[config.mk]
export PLATFORM = sky130hd
export DESIGN_NAME = vend_controller
export DESIGN_NICKNAME = d
export VERILOG_FILES = /design/src/rtl/vend_controller.sv
export SDC_FILE = /design/constraint.sdc
export NUM_CORES = 1
export LEC_CHECK = 0
export CAP_MARGIN = 20
export CORE_ASPECT_RATIO = 0.5
export CORE_UTILIZATION = 36
export CTS_CLUSTER_DIAMETER = 50
export DETAILED_ROUTE_END_ITERATION = 8
export MAX_ROUTING_LAYER = met4
export SLEW_MARGIN = 20
export SYNTH_ARGS = -nofsm -noshare
export SYNTH_HDL_FRONTEND = slang
export SYNTH_SLANG_ARGS = --single-unit
[constraint.sdc]
create_clock -name clk -period 7.2 [get_ports clk]
set_input_delay 1.08 -clock clk [delete_from_list [all_inputs] [get_ports clk]]
set_output_delay 1.08 -clock clk [all_outputs]
set_load 0.1 [all_outputs]
[src/rtl/vend_controller.sv]
// Vending transaction sequencer: product selection, coin credit, dispense handshake,
// change/refund, per-product stock, cancel and inactivity timeout.
module vend_controller #(
    parameter int unsigned PRICE_CANDY = 1,
    parameter int unsigned PRICE_CAKE  = 2,
    parameter int unsigned PRICE_DRINK = 3,
    parameter int unsigned STOCK_INIT  = 4,
    parameter int unsigned TIMEOUT     = 50
) (
    input  logic       clk,
    input  logic       rst,
    input  logic [1:0] sel_product,
    input  logic [1:0] coin,
    input  logic       cancel,
    input  logic       restock,
    input  logic       disp_ack,
    output logic       disp_req,
    output logic [1:0] disp_item,
    output logic       change_valid,
    output logic [2:0] change_units,
    output logic [2:0] credit,
    output logic [2:0] sold_out,
    output logic       busy
);

    localparam int unsigned TW = $clog2(TIMEOUT + 1);

    typedef enum logic [1:0] {
        S_IDLE,
        S_COLLECT,
        S_DISPENSE,
        S_REFUND
    } state_t;

    state_t        state, state_d;
    logic [TW-1:0] timer, timer_d;
    logic [3:0]    stock   [4];
    logic [3:0]    stock_d [4];

    logic          disp_req_d, change_valid_d, busy_d;
    logic [1:0]    disp_item_d;
    logic [2:0]    change_units_d, credit_d, sold_out_d;

    logic [2:0]    coin_val, price, sum_sat, rem;
    logic [3:0]    sum;
    logic          coin_any, sel_ok, timer_exp, paid;

    always_comb begin
        coin_val = '0;
        case (coin)
            2'b01:   coin_val = 3'd1;
            2'b10:   coin_val = 3'd2;
            2'b11:   coin_val = 3'd4;
            default: coin_val = '0;
        endcase
    end

    always_comb begin
        price = '0;
        case (disp_item)
            2'b01:   price = 3'(PRICE_CANDY);
            2'b10:   price = 3'(PRICE_CAKE);
            2'b11:   price = 3'(PRICE_DRINK);
            default: price = '0;
        endcase
    end

    // Coins keep arriving during DISPENSE, so the running sum saturates at the 3-bit maximum.
    assign coin_any  = (coin != 2'b00);
    assign sum       = {1'b0, credit} + {1'b0, coin_val};
    assign sum_sat   = sum[3] ? 3'd7 : sum[2:0];
    assign paid      = coin_any && (sum >= {1'b0, price});
    assign rem       = sum_sat - price;
    assign sel_ok    = (sel_product != 2'b00) && (stock[sel_product] != 4'd0);
    assign timer_exp = !coin_any && (timer <= TW'(1));

    always_ff @(posedge clk or posedge rst) begin
        if (rst) begin
            state        <= S_IDLE;
            timer        <= '0;
            for (int unsigned i = 0; i < 4; i++) stock[i] <= 4'(STOCK_INIT);
            disp_req     <= 1'b0;
            disp_item    <= '0;
            change_valid <= 1'b0;
            change_units <= '0;
            credit       <= '0;
            sold_out     <= '0;
            busy         <= 1'b0;
        end else begin
            state        <= state_d;
            timer        <= timer_d;
            stock        <= stock_d;
            disp_req     <= disp_req_d;
            disp_item    <= disp_item_d;
            change_valid <= change_valid_d;
            change_units <= change_units_d;
            credit       <= credit_d;
            sold_out     <= sold_out_d;
            busy         <= busy_d;
        end
    end

    always_comb begin
        state_d = state;
        case (state)
            S_IDLE:     if (sel_ok) state_d = S_COLLECT;
            S_COLLECT: begin
                if (paid)                  state_d = S_DISPENSE;
                else if (cancel)           state_d = S_REFUND;
                else if (timer_exp)        state_d = S_REFUND;
            end
            S_DISPENSE: if (disp_ack) state_d = (rem != 3'd0) ? S_REFUND : S_IDLE;
            S_REFUND:   state_d = S_IDLE;
            default:    state_d = S_IDLE;
        endcase
    end

    always_comb begin
        timer_d        = timer;
        stock_d        = stock;
        credit_d       = credit;
        disp_item_d    = disp_item;
        change_valid_d = 1'b0;
        change_units_d = '0;
        case (state)
            S_IDLE: begin
                if (restock) for (int unsigned i = 0; i < 4; i++) stock_d[i] = 4'(STOCK_INIT);
                if (coin_any) begin
                    change_valid_d = 1'b1;
                    change_units_d = coin_val;
                end
                if (sel_ok) begin
                    disp_item_d = sel_product;
                    timer_d     = TW'(TIMEOUT);
                end
            end
            S_COLLECT: begin
                credit_d = sum[2:0];
                if (coin_any)              timer_d = TW'(TIMEOUT);
                else if (timer != '0)      timer_d = timer - TW'(1);
                if (state_d == S_REFUND) begin
                    change_valid_d = 1'b1;
                    change_units_d = sum[2:0];
                    credit_d       = '0;
                end
            end
            S_DISPENSE: begin
                credit_d = sum_sat;
                if (disp_ack) begin
                    if (stock[disp_item] != 4'd0) stock_d[disp_item] = stock[disp_item] - 4'd1;
                    credit_d = rem;
                    if (rem != 3'd0) begin
                        change_valid_d = 1'b1;
                        change_units_d = rem;
                        credit_d       = '0;
                    end
                end
            end
            S_REFUND: begin
                credit_d = '0;
                if (coin_any) begin
                    change_valid_d = 1'b1;
                    change_units_d = coin_val;
                end
            end
            default: credit_d = '0;
        endcase
        if (state_d == S_IDLE) disp_item_d = '0;
    end

    always_comb begin
        disp_req_d = (state_d == S_DISPENSE);
        busy_d     = (state_d != S_IDLE);
        sold_out_d = {stock_d[3] == 4'd0, stock_d[2] == 4'd0, stock_d[1] == 4'd0};
    end

endmodule

==> reports/metrics.yaml <==
sta:
  worstMarginPinSlew_ns: 0.9749
  fmax_ghz: 0.2156
  setup_viol: 0
  maxSlewHeadroom_pct: 34.80
  finalCritPeriodShare_pct: 64.42
  setup_tns_ns: 0
  finalHoldViolCount: 0
  slew_violations: 0
  clock_skew_ns: 0.004033
  finalCriticalPeriod_ns: 4.638
  rsz0062_at_grt: "false"
pwr:
  pwr-share-comb_pct: 57.2
  p_seq_share_pct: 24.4
  p_leak_nw: 1.273
  p_switching_mw: 0.6476
  clock_power_share_pct: 18.4
  vdd_ir_drop_max_uv: 148.2
  switching_share_pct: 48.98
  internal_power_mw: 0.6745
  p_per_area_mw_per_mm2: 439.0
clock_network:
  post_cts_buffers: 0
  insertion_delay_ns: 0.28
  cts_tree: "done"
  clock_sinks: 38
  ctsHoldBuffers: 0
  cts.htree.levels: 2
  path_clk_slew_ns: 0.06
  root_buffer: "clkbuf_16"
  ctsLongestPathBuffers: 2
  numCtsBuffers: 5
  cts_resized: 0
critical_path:
  path_class: "input port to flip-flop"
  crit_path_end_kind: "flip-flop"
  path_max_fanout: 7
  start_kind: "input port"
  cp.arrival_ns: 4.81
  crit_required_ns: 7.37
run_status:
  status: "finished, final reports clean"
synth:
  synth_ff_type: "dfrtp_1"
  synth_edf_count: 0
  syn_avg_cell_area_um2: 9.672
  yosys.cell_types.count: 66
  yosysMostFrequentCell: "dfrtp_1"
  synth_cells: 263
  seq_area_frac_synth_pct: 37.58
  synth_seq_cells: 38
  yosys_warnings: 0
  synth_area_mm2: 0.002544
  synth.net_count: 288
  synth_common_cells: "34 x dfrtp_1, 27 x nand2_1, 21 x inv_1"
  synth_area_leader_cell: "dfrtp_1"
  async_reset_ff_share_pct: 100.0
  synth_top_area_share_pct: 33.45
  synth_area_leaders: "dfrtp_1 33%, ha_1 6.9%, dfstp_2 4.1%, nand2_1 4.0%, a21oi_1 3.1%"
drt:
  viasPerCell: 5.511
  postRouteWirelength_mm: 6.106
  drc: 0
  wl_per_cell_um: 16.15
  dr_total_vias: 2083
  ant_nets: 0
  dr.pass1.iters: 4
  first_iter_violations: 171
die:
  ios: 23
  start_util_pct: 37.67
  die_h_um: 61.44
  die_w_um: 120.9
  rows: 21
  dieArea_mm2: 0.007427
  core-area_mm2: 0.006753
final_layout:
  multi_input_area_mm2: 0.001468
  drive_above_1_share_pct: 12.24
  seq_area_um2: 955.9
  antenna_cells: 0
  nNetsFinal: 310
  fillers: 628
  utilization_pct: 44.60
  syn_to_final_growth_pct: 18.40
worst_hold_path:
  hold_class: "flip-flop to flip-flop"
grt:
  grt_start_max_net_pins: 39
  grt_pass1_vias: 1999
  grt_overflow_total: 0
  grt_pass1_wl_mm: 9.708
  grt_usage_pct: 17.92
  antenna_found_initial: 0
placed_design:
  dpl.hpwl_mm: 4.450
  io_buffer_count: 22
  finalWeightedCongestion: 0.8783
flow_run:
  drv_cap: 0
## cell usage in the layout (no fill, tap or decap), drive strengths merged, types with 5 or more instances in the layout
cell type / netlist / final
nor2: 16 / 16
nand2b: 6 / 6
dfrtp: 34 / 34
mux2i: 5 / 5
nand2: 28 / 28
ha: 14 / 14
o22ai: 7 / 7
clkdlybuf4s50: 0 / 22
inv: 21 / 21
a21oi: 16 / 16
o21ai: 15 / 15
mux2: 5 / 5
clkbuf: 6 / 8
## cell families (layout without fill, tap and decap cells)
family          after synthesis  in the layout  synth area share (%)
fa+ha+maj                    16             16                 8.461
compound gates               73             73                 20.02
simple gates                 86             86                 19.48
flops                        38             38                 37.58
mux                          13             13                 6.984
buf+inv                      29             52                 4.722
xor+xnor                      8              8                 2.754
## layer usage
metal,global-route usage [%],wire [µm]
met4,7.407,156
met1,22.76,2947
met3,4.537,254
met2,27.67,2747
met5,-,0
## final timing paths
path,from,to,slack [ns],cells past startpoint
worst max-delay path,coin[1],credit[1]$_DFFE_PP0P_,2.56,15
worst min register to register,stock[15]$_DFFE_PP0P_,stock[15]$_DFFE_PP0P_,0.49,1
max in group asynchronous,rst,stock[6]$_DFF_PP1_,5.61,3
worst min-delay path,stock[15]$_DFFE_PP0P_,stock[15]$_DFFE_PP0P_,0.49,1
worst max register to register,credit[1]$_DFFE_PP0P_,credit[1]$_DFFE_PP0P_,3.79,13
min in group asynchronous,rst,stock[8]$_DFF_PP0_,1.21,3
## worst max-delay path, cell delays in order
cell and delay [ns]:
clkdlybuf4s50_1 0.55, nor2b_1 0.33, ha_1 0.30, a21o_1 0.20, a21oi_1 0.20, and2_1 0.18
ha_1 0.15, inv_1 0.05, fa_1 0.45, nor4b_1 0.19, a211oi_1 0.30, a31oi_1 0.13
o31ai_1 0.14, o211ai_2 0.27, a31o_2 0.29
## layout make-up
cell class / count / area share [%]
sequential: 38 / 31.74
inverter: 21 / 2.617
clock buffer: 8 / 5.526
tap: 92 / 3.822
multi-input combinational: 196 / 48.73
timing repair buffer: 23 / 7.561
## sequential cells by signal, summed over array words and instances, names as in the netlist
signal and count:
sold_out 3, disp_req 1, change_valid 1, timer 6, change_units 3, busy 1
disp_item 2, credit 3, state 2, stock 16
## power by group through the flow
| stage | logic (mW) | registers (mW) | clock network, mW |
|---|---|---|---|
| after floorplan | 0.414 | 0.494 | 0 |
| after global placement | 0.740 | 0.324 | 0 |
| after detailed placement | 0.750 | 0.325 | 0 |
| after CTS | 0.752 | 0.322 | 0.248 |
| after global routing | 0.815 | 0.331 | 0.256 |
| final | 0.756 | 0.322 | 0.244 |
## per-stage QoR
step / setup slack, ns / instances / power (mW) / area, µm² / hold WS [ns]
floorplan: 3.292 / 263 / 0.9073 / 2544 / 0.4523
global placement: 2.476 / 370 / 1.065 / 2845 / 0.4768
detailed placement: 2.339 / 370 / 1.075 / 2845 / 0.4795
CTS: 2.611 / 378 / 1.321 / 3012 / 0.4987
global route: 2.291 / 378 / 1.402 / 3012 / 0.5280
finish: 2.562 / 378 / 1.322 / 3012 / 0.4895
(Power assumes the default switching activity.)
